[config.mk]
export PLATFORM = sky130hd
export DESIGN_NAME = rr_mux_arbiter
export DESIGN_NICKNAME = d
export VERILOG_FILES = /design/src/rtl/rr_mux_arbiter.sv
export SDC_FILE = /design/constraint.sdc
export NUM_CORES = 1
export LEC_CHECK = 0
export ABC_AREA = 1
export CAP_MARGIN = 20
export CORE_UTILIZATION = 55
export CTS_BUF_LIST = sky130_fd_sc_hd__clkbuf_16
export CTS_CLUSTER_DIAMETER = 100
export CTS_CLUSTER_SIZE = 8
export DETAILED_ROUTE_END_ITERATION = 7
export DONT_BUFFER_PORTS = 1
export PLACE_DENSITY = 0.73
export SETUP_SLACK_MARGIN = 0.1
export SLEW_MARGIN = 20
export SYNTH_ARGS = -nofsm -noshare
export SYNTH_HDL_FRONTEND = slang
export SYNTH_SLANG_ARGS = --single-unit
[constraint.sdc]
create_clock -name clk -period 3.5 [get_ports clk]
set_clock_uncertainty 0.05 [all_clocks]
set_input_delay 0.7 -clock clk [delete_from_list [all_inputs] [get_ports clk]]
set_output_delay 0.7 -clock clk [all_outputs]
set_load 0.005 [all_outputs]
[src/rtl/rr_mux_arbiter.sv]
// rr_mux_arbiter: round-robin N:1 arbiter/mux feeding a single registered
// output stage tagged with the source index.
// Optional packet lock: define ARB_PKT_LOCK_EN to hold the grant on one
// requester from its first beat through the beat marked in_last.

// Per-requester slice: eligibility, grant decode and AND-masked data.
module rr_mux_arbiter_lane #(
  parameter int DATA_WIDTH = 32,
  parameter int SRC_W      = 2,
  parameter int IDX        = 0
) (
  input  logic                  valid,
  input  logic                  lock_vld,
  input  logic [SRC_W-1:0]      lock_idx,
  input  logic                  grant_vld,
  input  logic [SRC_W-1:0]      grant_idx,
  input  logic [DATA_WIDTH-1:0] data,
  output logic                  elig,
  output logic                  gnt,
  output logic [DATA_WIDTH-1:0] data_masked
);
  localparam logic [SRC_W-1:0] MY_IDX = SRC_W'(IDX);

  // While a packet is locked only the owning lane may compete.
  assign elig        = valid && (!lock_vld || (lock_idx == MY_IDX));
  assign gnt         = grant_vld && (grant_idx == MY_IDX);
  assign data_masked = gnt ? data : '0;
endmodule

module rr_mux_arbiter #(
  parameter int DATA_WIDTH = 32,
  parameter int NUM_REQ    = 4,
  parameter int SRC_W      = (NUM_REQ > 1) ? $clog2(NUM_REQ) : 1
) (
  input  logic                                clk,
  input  logic                                rst_n,
  input  logic [NUM_REQ-1:0]                  in_valid,
  input  logic [NUM_REQ-1:0][DATA_WIDTH-1:0]  in_data,
  input  logic [NUM_REQ-1:0]                  in_last,
  output logic [NUM_REQ-1:0]                  in_ready,
  output logic                                out_valid,
  output logic [DATA_WIDTH-1:0]               out_data,
  output logic [SRC_W-1:0]                    out_src,
  input  logic                                out_ready
);
  logic                  out_valid_q, out_valid_d;
  logic [DATA_WIDTH-1:0] out_data_q,  out_data_d;
  logic [SRC_W-1:0]      out_src_q,   out_src_d;
  logic [SRC_W-1:0]      rr_ptr_q,    rr_ptr_d;
  logic                  lock_vld;
  logic [SRC_W-1:0]      lock_idx;

`ifdef ARB_PKT_LOCK_EN
  logic                  lock_vld_q, lock_vld_d;
  logic [SRC_W-1:0]      lock_idx_q, lock_idx_d;
  assign lock_vld = lock_vld_q;
  assign lock_idx = lock_idx_q;
`else
  logic                  unused_in_last;
  assign lock_vld       = 1'b0;
  assign lock_idx       = '0;
  assign unused_in_last = ^in_last;
`endif

  logic [NUM_REQ-1:0]                 elig;
  logic [NUM_REQ-1:0]                 gnt;
  logic [NUM_REQ-1:0][DATA_WIDTH-1:0] data_masked;
  logic                               grant_vld;
  logic [SRC_W-1:0]                   grant_idx;
  logic [SRC_W-1:0]                   next_ptr;
  logic [DATA_WIDTH-1:0]              mux_data;
  logic                               load_en;
  logic                               accept;

  for (genvar i = 0; i < NUM_REQ; i++) begin : g_lane
    rr_mux_arbiter_lane #(
      .DATA_WIDTH (DATA_WIDTH),
      .SRC_W      (SRC_W),
      .IDX        (i)
    ) u_lane (
      .valid       (in_valid[i]),
      .lock_vld    (lock_vld),
      .lock_idx    (lock_idx),
      .grant_vld   (grant_vld),
      .grant_idx   (grant_idx),
      .data        (in_data[i]),
      .elig        (elig[i]),
      .gnt         (gnt[i]),
      .data_masked (data_masked[i])
    );
  end

  // Rotating priority search: first eligible lane at or after rr_ptr, wrapping.
  always_comb begin
    logic [SRC_W:0] pos;
    grant_vld = 1'b0;
    grant_idx = '0;
    pos       = '0;
    for (int k = 0; k < NUM_REQ; k++) begin
      pos = {1'b0, rr_ptr_q} + (SRC_W+1)'(k);
      if (pos >= (SRC_W+1)'(NUM_REQ)) pos = pos - (SRC_W+1)'(NUM_REQ);
      if (!grant_vld && elig[pos[SRC_W-1:0]]) begin
        grant_vld = 1'b1;
        grant_idx = pos[SRC_W-1:0];
      end
    end
  end

  // AND-OR collapse of the one-hot masked lane data.
  always_comb begin
    mux_data = '0;
    for (int i = 0; i < NUM_REQ; i++) mux_data = mux_data | data_masked[i];
  end

  // Output stage can take a beat when empty or draining this cycle;
  // rst_n gating keeps in_ready low for the whole reset window.
  assign load_en  = !out_valid_q || out_ready;
  assign in_ready = gnt & {NUM_REQ{load_en && rst_n}};
  assign accept   = |in_ready;
  assign next_ptr = (grant_idx == SRC_W'(NUM_REQ-1)) ? '0 : grant_idx + 1'b1;

  // Next-state for output register, pointer and packet lock.
  always_comb begin
    out_valid_d = out_valid_q;
    out_data_d  = out_data_q;
    out_src_d   = out_src_q;
    rr_ptr_d    = rr_ptr_q;
`ifdef ARB_PKT_LOCK_EN
    lock_vld_d  = lock_vld_q;
    lock_idx_d  = lock_idx_q;
`endif
    if (load_en) out_valid_d = accept;
    if (accept) begin
      out_data_d = mux_data;
      out_src_d  = grant_idx;
`ifdef ARB_PKT_LOCK_EN
      // Pointer only moves once the packet completes.
      if (in_last[grant_idx]) begin
        lock_vld_d = 1'b0;
        rr_ptr_d   = next_ptr;
      end else begin
        lock_vld_d = 1'b1;
        lock_idx_d = grant_idx;
      end
`else
      rr_ptr_d   = next_ptr;
`endif
    end
  end

  // State registers with asynchronous clear.
  always_ff @(posedge clk or negedge rst_n) begin
    if (!rst_n) begin
      out_valid_q <= 1'b0;
      out_data_q  <= '0;
      out_src_q   <= '0;
      rr_ptr_q    <= '0;
`ifdef ARB_PKT_LOCK_EN
      lock_vld_q  <= 1'b0;
      lock_idx_q  <= '0;
`endif
    end else begin
      out_valid_q <= out_valid_d;
      out_data_q  <= out_data_d;
      out_src_q   <= out_src_d;
      rr_ptr_q    <= rr_ptr_d;
`ifdef ARB_PKT_LOCK_EN
      lock_vld_q  <= lock_vld_d;
      lock_idx_q  <= lock_idx_d;
`endif
    end
  end

  assign out_valid = out_valid_q;
  assign out_data  = out_data_q;
  assign out_src   = out_src_q;
endmodule

==> results of run 1 <==
## cell families after synthesis
logic type	after synthesis	share of synthesized area, %
AOI/OAI and AO/OA	39	7.25
adders and majority gates	4	1.78
buffers and inverters	51	8.99
DFF	37	32.9
and+or+nand+nor	316	49.1
## power breakdown
part / internal (mW) / switching, mW / leakage [nW]
combinational: 1.22 / 2.36 / 1.10
sequential: 0.669 / 0.174 / 0.468
clock: 0.330 / 0.155 / 0.0826
## stage by stage
stage	total power [mW]	cell area, sq um	setup slack (ns)	utilization, %	hold slack (ns)
after floorplan	3.76	2810	0.230	-	0.354
after global placement	4.32	2780	0.376	57.8	0.356
after detailed placement	4.42	2780	0.286	57.8	0.356
after CTS	4.92	2950	0.261	61.1	0.0679
after global routing	5.44	2960	0.103	61.4	0.0543
final	4.91	2960	0.296	61.4	0.0730
## path summary, 6_finish.rpt
| check | startpoint | end | slack (ns) | depth (start not counted) |
|---|---|---|---|---|
| worst max-delay path | rr_ptr_q[0]$_DFFE_PN0P_ | in_ready[1] | 0.30 | 13 |
| worst min-delay path | rst_n | out_src[1]$_DFFE_PN0P_ | 0.07 | 0 |
| worst max register to register | rr_ptr_q[0]$_DFFE_PN0P_ | out_data[29]$_DFFE_PN0P_ | 0.47 | 17 |
| worst min register to register | out_src[1]$_DFFE_PN0P_ | out_src[1]$_DFFE_PN0P_ | 0.45 | 2 |
| max in group asynchronous | rst_n | out_data[8]$_DFFE_PN0P_ | 3.24 | 0 |
| min in group clk | out_src[1]$_DFFE_PN0P_ | out_src[1]$_DFFE_PN0P_ | 0.45 | 2 |
## area by class of cell
cell class,count,area share [%]
Clock buffer,5,4.23
Clock inverter,3,1.27
Inverter,13,1.74
Multi-Input combinational cell,359,55.6
Sequential cell,37,31.3
Tap cell,67,2.84
Timing Repair Buffer,10,2.96
## critical path, stage by stage (launching register included)
cell and delay, ns:
dfrtp_1 0.49, inv_4 0.09, nand2_1 0.07, nand2_1 0.06
nand2_1 0.09, nand2_1 0.11, nor2_4 0.15, nand2_1 0.11
or2_2 0.31, a21oi_4 0.18, inv_1 0.08, ha_1 0.28
nand2_1 0.10, nor2_1 0.06
## flip-flops by register name, indices dropped and copies added (netlist names)
signal and cells:
out_src 2, out_data 32, rr_ptr_q 2, out_valid 1
## cells in the final DEF (no fill, tap or decap), types with 2 or more instances in the layout
| cell | n |
|---|---|
| nand2_1 | 171 |
| nand3_1 | 134 |
| dfrtp_1 | 37 |
| o21ai_1 | 32 |
| inv_1 | 11 |
| buf_4 | 9 |
| nor2_1 | 7 |
| clkbuf_16 | 5 |
| o21ai_0 | 4 |
| ha_1 | 3 |
| inv_2 | 2 |
| o211ai_1 | 2 |
## per-layer routing
layer,vias to the layer above,wire [um]
li1,1438,-
met1,1270,2940
met2,127,3630
met3,8,623
met4,0,76
met5,-,0
## repair_timing
action | CTS | global route
hold buffers | 0 | 0
gates resized for setup | 0 | 2
setup endpoints to repair | 0 | 2
==> impl_metrics.toml, run 1 <==
[grt]
grt_pass1_wl_um = 11000
antenna_found_initial = 0
grt-busiest-layer = "met2"
use_met3_pct = 8.37
grt_max_degree = 129
grt-ovfl-total = 0
grt_pass1_vias = 2370
grt_use_total_pct = 26.4
met2_usage_pct = 45.1
met1_usage_pct = 32.2

[clock_tree]
clk_pin_slew_ns = 0.05
cts-root-buf = "clkbuf_16"
h-tree-depth = 2
cts.sinks = 37
post_cts_buffers = 0
clock_path_buffers = 2
cts_tree = "yes"
insertion_delay_ns = 0.27
numCtsBuffers = 5

[sta]
period_share_pct = 91.5
hold_viol = 0
fin_setup_tns_ns = 0
period_minus_slack_ns = 3.20
tightest_slew_ns = 1.10
setup_viol = 0
rsz0062_at_grt = "no"
maxSlewHeadroom_pct = 27.0
max_freq_mhz = 312
slew_violations = 0

[detailed_routing]
wire_per_inst_um = 14.7
vias = 2843
drcViolationCount = 0
ant_nets = 0
drt_iter0_drc = 133
drt_first_pass_iters = 4
totalWireLength_um = 7270
vias_per_cell = 5.76

[power_and_ir_drop]
max-vdd-ir-drop_mv = 0.927
power.density_mw_per_mm2 = 1660
power_leakage_nw = 1.65

[place]
place_inst = 486
port_buffers = 0
gp_congestion = 0.871
dp_hpwl_um = 5150

[floorplanning]
die_area_sq_mm = 0.00540
core_area_sq_mm = 0.00482
start_util_pct = 58.4
row_count = 25
die_w_um = 73.5
fp.dieH_um = 73.5
ios = 178

[layout]
fillerInstances = 477
finalNonFillerCells = 494
drive_above_1_share_pct = 5.62
fin_nets = 569
area_growth_pct = 5.07
antennaDiodeCount = 0
regArea_sq_um = 926
multi_input_area_sq_mm = 0.00164

[synthesis]
postSynthAreaPerCell_sq_um = 6.29
seq_area_frac_synth_pct = 32.9
async_reset_ff_share_pct = 100
synth.most_common_cell = "nand2_1"
netlist_top_cells_area = "dfrtp_1 33%, nand3_1 24%, nand2_1 23%, o21ai_1 5.7%, clkbuf_1 2.3%"
yosys_most_used_dff = "dfrtp_1"
synth_seq_cells = 37
yosysUniqueCellTypes = 21
synth-edff-count = 0
syn-num-nets = 590
synth_cells = 447
synth_top_area_share_pct = 32.9
netlist_area_sq_mm = 0.00281
synth_common_cells = "171 x nand2_1, 134 x nand3_1, 37 x dfrtp_1"
synth.largest_area_cell = "dfrtp_1"
yosys_warnings = 0

[hold_path]
hold_path_class = "input port to async pin"

[critical_path]
critPathMaxFanout = 8
worstSetupPathType = "register to output pin"
arrival_ns = 2.45
endpoint_kind = "output pin"
cp.required_ns = 2.75
worstSetupStartpointType = "register"

[outcome]
status = "finished clean"

[job]
drv_cap = 0
Power figures use the tool's default switching activity.
==> run 2: changes to the inputs <==
--- a/config.mk
+++ b/config.mk
@@ -5,15 +5,15 @@
 export SDC_FILE = /design/constraint.sdc
 export NUM_CORES = 1
 export LEC_CHECK = 0
-export ABC_AREA = 1
 export CAP_MARGIN = 20
-export CORE_UTILIZATION = 55
+export CORE_AREA = 2 2 70 72
 export CTS_BUF_LIST = sky130_fd_sc_hd__clkbuf_16
 export CTS_CLUSTER_DIAMETER = 100
 export CTS_CLUSTER_SIZE = 8
 export DETAILED_ROUTE_END_ITERATION = 7
+export DIE_AREA = 0 0 72 74
 export DONT_BUFFER_PORTS = 1
-export PLACE_DENSITY = 0.73
+export PLACE_DENSITY = 0.71
 export SETUP_SLACK_MARGIN = 0.1
 export SLEW_MARGIN = 20
 export SYNTH_ARGS = -nofsm -noshare
==> impl_metrics.toml, run 2 <==
[detailed_routing]
drcViolationCount = 0
drt_iter0_drc = 85
ant_nets = 0
totalWireLength_um = 5510
wire_per_inst_um = 20.6
vias = 1772
vias_per_cell = 6.64
drt_first_pass_iters = 4

[critical_path]
rrSetupSlack_ns = 0.70
r2r-end = "out_data[3]$_DFFE_PN0P_"
r2r_start = "rr_ptr_q[1]$_DFFE_PN0P_"
cp.required_ns = 2.75
worstSetupPathType = "register to output pin"
endpoint_kind = "output pin"
arrival_ns = 2.21
critPathMaxFanout = 33
setup.worst_path.start = "rr_ptr_q[1]$_DFFE_PN0P_"
worstSetupStartpointType = "register"
r2r_cells = 7

[sta]
max_freq_mhz = 338
period_minus_slack_ns = 2.96
setup_viol = 0
hold_viol = 0
rsz0062_at_grt = "no"
maxSlewHeadroom_pct = 74.4
period_share_pct = 84.5
fin_setup_tns_ns = 0
slew_violations = 0
tightest_slew_ns = 0.381

[grt]
grt_pass1_vias = 1728
grt_max_degree = 41
grt_use_total_pct = 20.0
antenna_found_initial = 0
grt_pass1_wl_um = 8220
grt-ovfl-total = 0

[clock_tree]
cts_tree = "yes"
clk_pin_slew_ns = 0.06
numCtsBuffers = 5
cts-root-buf = "clkbuf_16"
cts_resized = 0
cts_hold_buf = 0
insertion_delay_ns = 0.28
clock_path_buffers = 2
post_cts_buffers = 0
cts.sinks = 37
h-tree-depth = 2

[layout]
fin_nets = 355
stdcell_area_sq_mm = 0.00253
regArea_sq_um = 926
area_growth_pct = 5.63
final_cell_mix = "64 x a22oi_1, 37 x dfrtp_1, 33 x nand2_1"
drive_above_1_share_pct = 24.4
multi_input_area_sq_mm = 0.00133
layout_commonest_cell = "a22oi_1"
fillerInstances = 419
largest_reg_flops = 32
antennaDiodeCount = 0

[power_and_ir_drop]
power.density_mw_per_mm2 = 948
finalPower_mw = 2.40
max-vdd-ir-drop_mv = 0.413
power_leakage_nw = 1.21

[synthesis]
seq_area_frac_synth_pct = 38.6
synth-edff-count = 0
synth.largest_area_cell = "dfrtp_1"
synth.most_common_cell = "a22oi_1"
synth_seq_cells = 37
yosys_most_used_dff = "dfrtp_1"
netlist_top_cells_area = "dfrtp_1 39%, a22oi_1 20%, mux2_4 17%, nand2_1 5.2%, mux2_2 3.8%"
postSynthAreaPerCell_sq_um = 11.0
synth_common_cells = "64 x a22oi_1, 37 x dfrtp_1, 33 x nand2_1"
yosys_warnings = 0
async_reset_ff_share_pct = 100
synth_cells = 218
synth_top_area_share_pct = 38.6
syn-num-nets = 361
yosysUniqueCellTypes = 29
netlist_area_sq_mm = 0.00240

[floorplanning]
ios = 178
die_w_um = 72
die_area_sq_mm = 0.00533
fp.dieH_um = 74
row_count = 25
start_util_pct = 52.2
core_area_sq_mm = 0.00460

[outcome]
status = "finished clean"

[place]
gp_congestion = 0.781
port_buffers = 0
dp_hpwl_um = 4010
place_area_sq_mm = 0.00239

[hold_path]
hold_path_class = "input port to async pin"

[job]
drv_cap = 0
[run 2: cell types whose count changed in the layout (fill, tap and decap cells not counted), sizes merged, moves of 2 or more]
cell    before  now
nand2      171   33
nand3      135    0
a22oi        0   64
o21ai       36    0
mux2         0   35
inv         14    6
nor2         8    0
buf         10    6
and2         1    4
o211ai       2    0
or4          0    2
[run 2: final cells by class]
cell class	count	share of cell area [%]
multi-input combinational	157	52.3
sequential	37	36.5
clock buffer	5	4.94
tap	54	2.67
timing repair buffer	6	2.27
inverter	5	0.741
clock inverter	3	0.543
[run 2: worst max-delay path by stage]
stage | to | slack, ns
after global placement | out_data[5]$_DFFE_PN0P_ | 0.51
after global routing | in_ready[0] | 0.44
after floorplan | out_data[10]$_DFFE_PN0P_ | 0.54
final | in_ready[0] | 0.54
after CTS | in_ready[0] | 0.54
after detailed placement | out_data[4]$_DFFE_PN0P_ | 0.48
[run 2: through the flow]
stage	worst slack (ns)	cells	hold WS [ns]	utilization, %
final	0.542	267	0.0653	55.1
after global routing	0.438	267	0.0535	55.1
after CTS	0.541	267	0.0609	55.1
after detailed placement	0.483	259	0.355	52.1
after global placement	0.512	259	0.355	52.1
after floorplan	0.540	218	0.354	-
[run 2: kinds of logic (layout without fill, tap and decap cells)]
| kind of cell | Yosys count | after routing | share of synthesized area, % |
|---|---|---|---|
| compound gates | 70 | 70 | 22.2 |
| simple gates | 47 | 47 | 9.91 |
| flops | 37 | 37 | 38.6 |
| mux | 36 | 36 | 21.1 |
| buf+inv | 24 | 19 | 6.16 |
| fa+ha+maj | 4 | 4 | 2.09 |
[run 2: layer usage]
layer	global-route usage (%)	vias up	part of all wire, %	wire (um)
li1	-	813	-	-
met1	23.8	843	40	2220
met2	35.1	107	52	2840
met3	4.88	9	6.8	373
met4	7.55	0	1.3	70
met5	0	-	0	0
[run 2: worst max-delay path: stages, from the launching register on]
cell and delay [ns]:
dfrtp_1 0.46, mux2_2 0.36, o221a_2 0.30, inv_1 0.09, ha_1 0.17, buf_4 0.34, and2_1 0.20
[run 2: report_power, final]
part	leakage, nW	switching [mW]	total (mW)	internal (mW)
registers	0.449	0.188	0.838	0.650
clock network	0.0748	0.158	0.416	0.258
logic	0.683	0.513	1.15	0.636
==> run 3: changes to the inputs <==
--- a/config.mk
+++ b/config.mk
@@ -13,7 +13,7 @@
 export DETAILED_ROUTE_END_ITERATION = 7
 export DIE_AREA = 0 0 72 74
 export DONT_BUFFER_PORTS = 1
-export PLACE_DENSITY = 0.71
+export PLACE_DENSITY = 0.73
 export SETUP_SLACK_MARGIN = 0.1
 export SLEW_MARGIN = 20
 export SYNTH_ARGS = -nofsm -noshare
==> constraint.sdc (replaced) <==
create_clock -name clk -period 2.6 [get_ports clk]
set_clock_uncertainty 0.05 [all_clocks]
set_input_delay 0.52 -clock clk [delete_from_list [all_inputs] [get_ports clk]]
set_output_delay 0.52 -clock clk [all_outputs]
set_load 0.005 [all_outputs]
==> impl_metrics.toml, run 3 (synthesized netlist as in run 2, its figures left out) <==
[sta]
slew_violations = 0
rsz0062_at_grt = "yes"
hold_viol = 0
setup_viol = 0
period_share_pct = 99.1
tightest_slew_ns = 0.368
period_minus_slack_ns = 2.58
max_freq_mhz = 388
maxSlewHeadroom_pct = 75.4

[layout]
finalNonFillerCells = 272
fin_nets = 361
area_growth_pct = 14.0
final_cell_mix = "64 x a22oi_1, 36 x dfrtp_1, 35 x mux2_4"
largest_reg_flops = 32
antennaDiodeCount = 0
fillerInstances = 390
multi_input_area_sq_mm = 0.00139
drive_above_1_share_pct = 28.4
layout_commonest_cell = "a22oi_1"
regArea_sq_um = 927
stdcell_area_sq_mm = 0.00274

[grt]
grt_max_degree = 38
grt_use_total_pct = 22.6
antenna_found_initial = 0
grt-busiest-layer = "met2"
use_met3_pct = 6.78
met1_usage_pct = 27.0
met2_usage_pct = 39.3
grt_pass1_vias = 1851
grt-ovfl-total = 0
grt_pass1_wl_um = 9130

[job]
drv_cap = 0

[critical_path]
arrival_ns = 2.68
worstSetupStartpointType = "register"
worstSetupPathType = "register to register"
r2r_cells = 7
endpoint_kind = "register"
rrSetupSlack_ns = 0.02
critPathMaxFanout = 15
cp.required_ns = 2.70

[power_and_ir_drop]
max-vdd-ir-drop_mv = 0.597
power.density_mw_per_mm2 = 1300
power_leakage_nw = 1.31

[floorplanning]
ios = 178
fp.dieH_um = 74
die_w_um = 72
core_area_sq_mm = 0.00460
die_area_sq_mm = 0.00533
start_util_pct = 52.2
row_count = 25

[clock_tree]
insertion_delay_ns = 0.27
clk_pin_slew_ns = 0.05
numCtsBuffers = 5
post_cts_buffers = 0
cts.sinks = 37
cts-root-buf = "clkbuf_16"
h-tree-depth = 2
clock_path_buffers = 2
cts_tree = "yes"

[detailed_routing]
totalWireLength_um = 6210
drt_iter0_drc = 133
vias = 1904
drt_first_pass_iters = 4
vias_per_cell = 7.00
drcViolationCount = 0
wire_per_inst_um = 22.8
ant_nets = 0

[place]
port_buffers = 0
place_area_sq_mm = 0.00246
gp_congestion = 0.761
dp_hpwl_um = 4200
place_inst = 263

[hold_path]
hold_path_class = "input port to async pin"

[outcome]
status = "finished clean"
-- run 3: cell types whose count changed in the layout (fill, tap and decap cells not counted), moves of 2 or more --
cell      change
buf_12        +3
buf_4         -4
buf_6         +4
buf_8         +2
clkinv_2      -2
ha_1          -3
ha_2          +2
mux2_2        -8
mux2_4        +8
-- run 3: area by class of cell --
class	instances	area share [%]
Tap cell	54	2.47
Inverter	5	0.686
Timing Repair Buffer	12	7.14
Multi-Input combinational cell	157	51.0
Clock buffer	5	4.57
Clock inverter	2	0.274
Sequential cell	37	33.9
-- run 3: worst paths after layout --
kind	from	end
max	rr_ptr_q[1]$_DFFE_PN0P_	out_data[11]$_DFFE_PN0P_
min	rst_n	out_src[1]$_DFFE_PN0P_
max reg2reg	rr_ptr_q[1]$_DFFE_PN0P_	out_data[11]$_DFFE_PN0P_
min reg2reg	out_data[30]$_DFFE_PN0P_	out_data[30]$_DFFE_PN0P_
max in group asynchronous	rst_n	rr_ptr_q[1]$_DFFE_PN0P_
min in group clk	rst_n	out_src[1]$_DFFE_PN0P_
-- run 3: critical path, cell delays in order (launching register included) --
cell	delay, ns
dfrtp_2	0.45
mux2_4	0.32
o221a_4	0.25
ha_4	0.17
or4_4	0.56
nand4_4	0.15
buf_12	0.19
mux2_4	0.31
-- run 3: timing repair --
action | CTS | global route
endpoints found under the hold margin | 37 | 0
gates resized for setup | 22 | 1
gates cloned | 1 | 0
pin swaps | 0 | 0
hold buffers | 1 | 0
setup endpoints to repair | 40 | 40
-- run 3: layer usage --
layer / vias to the layer above / wire length [um] / share of wire [%]
met2: 125 / 3170 / 51
met5: - / 0 / 0
li1: 830 / - / -
met4: 0 / 96 / 1.5
met1: 938 / 2460 / 40
met3: 11 / 492 / 7.9
-- run 3: per-stage QoR --
step | hold slack (ns) | TNS [ns] | worst slack [ns] | utilization [%] | power [mW]
after global placement | 0.176 | -0.0159 | -0.00830 | 53.6 | 2.74
after floorplan | 0.174 | -1.49 | -0.0569 | - | 2.49
after CTS | 0.0361 | 0 | 0.0101 | 59.4 | 3.57
after global routing | 0.0386 | -0.738 | -0.0367 | 59.5 | 3.79
final | 0.0320 | 0 | 0.0237 | 59.5 | 3.55
after detailed placement | 0.176 | -0.197 | -0.0438 | 53.6 | 2.80
-- run 3: where the power goes --
part	internal [mW]	leakage [nW]	switching (mW)
sequential	0.877	0.448	0.259
combinational	1.06	0.789	0.803
clock	0.342	0.0685	0.203
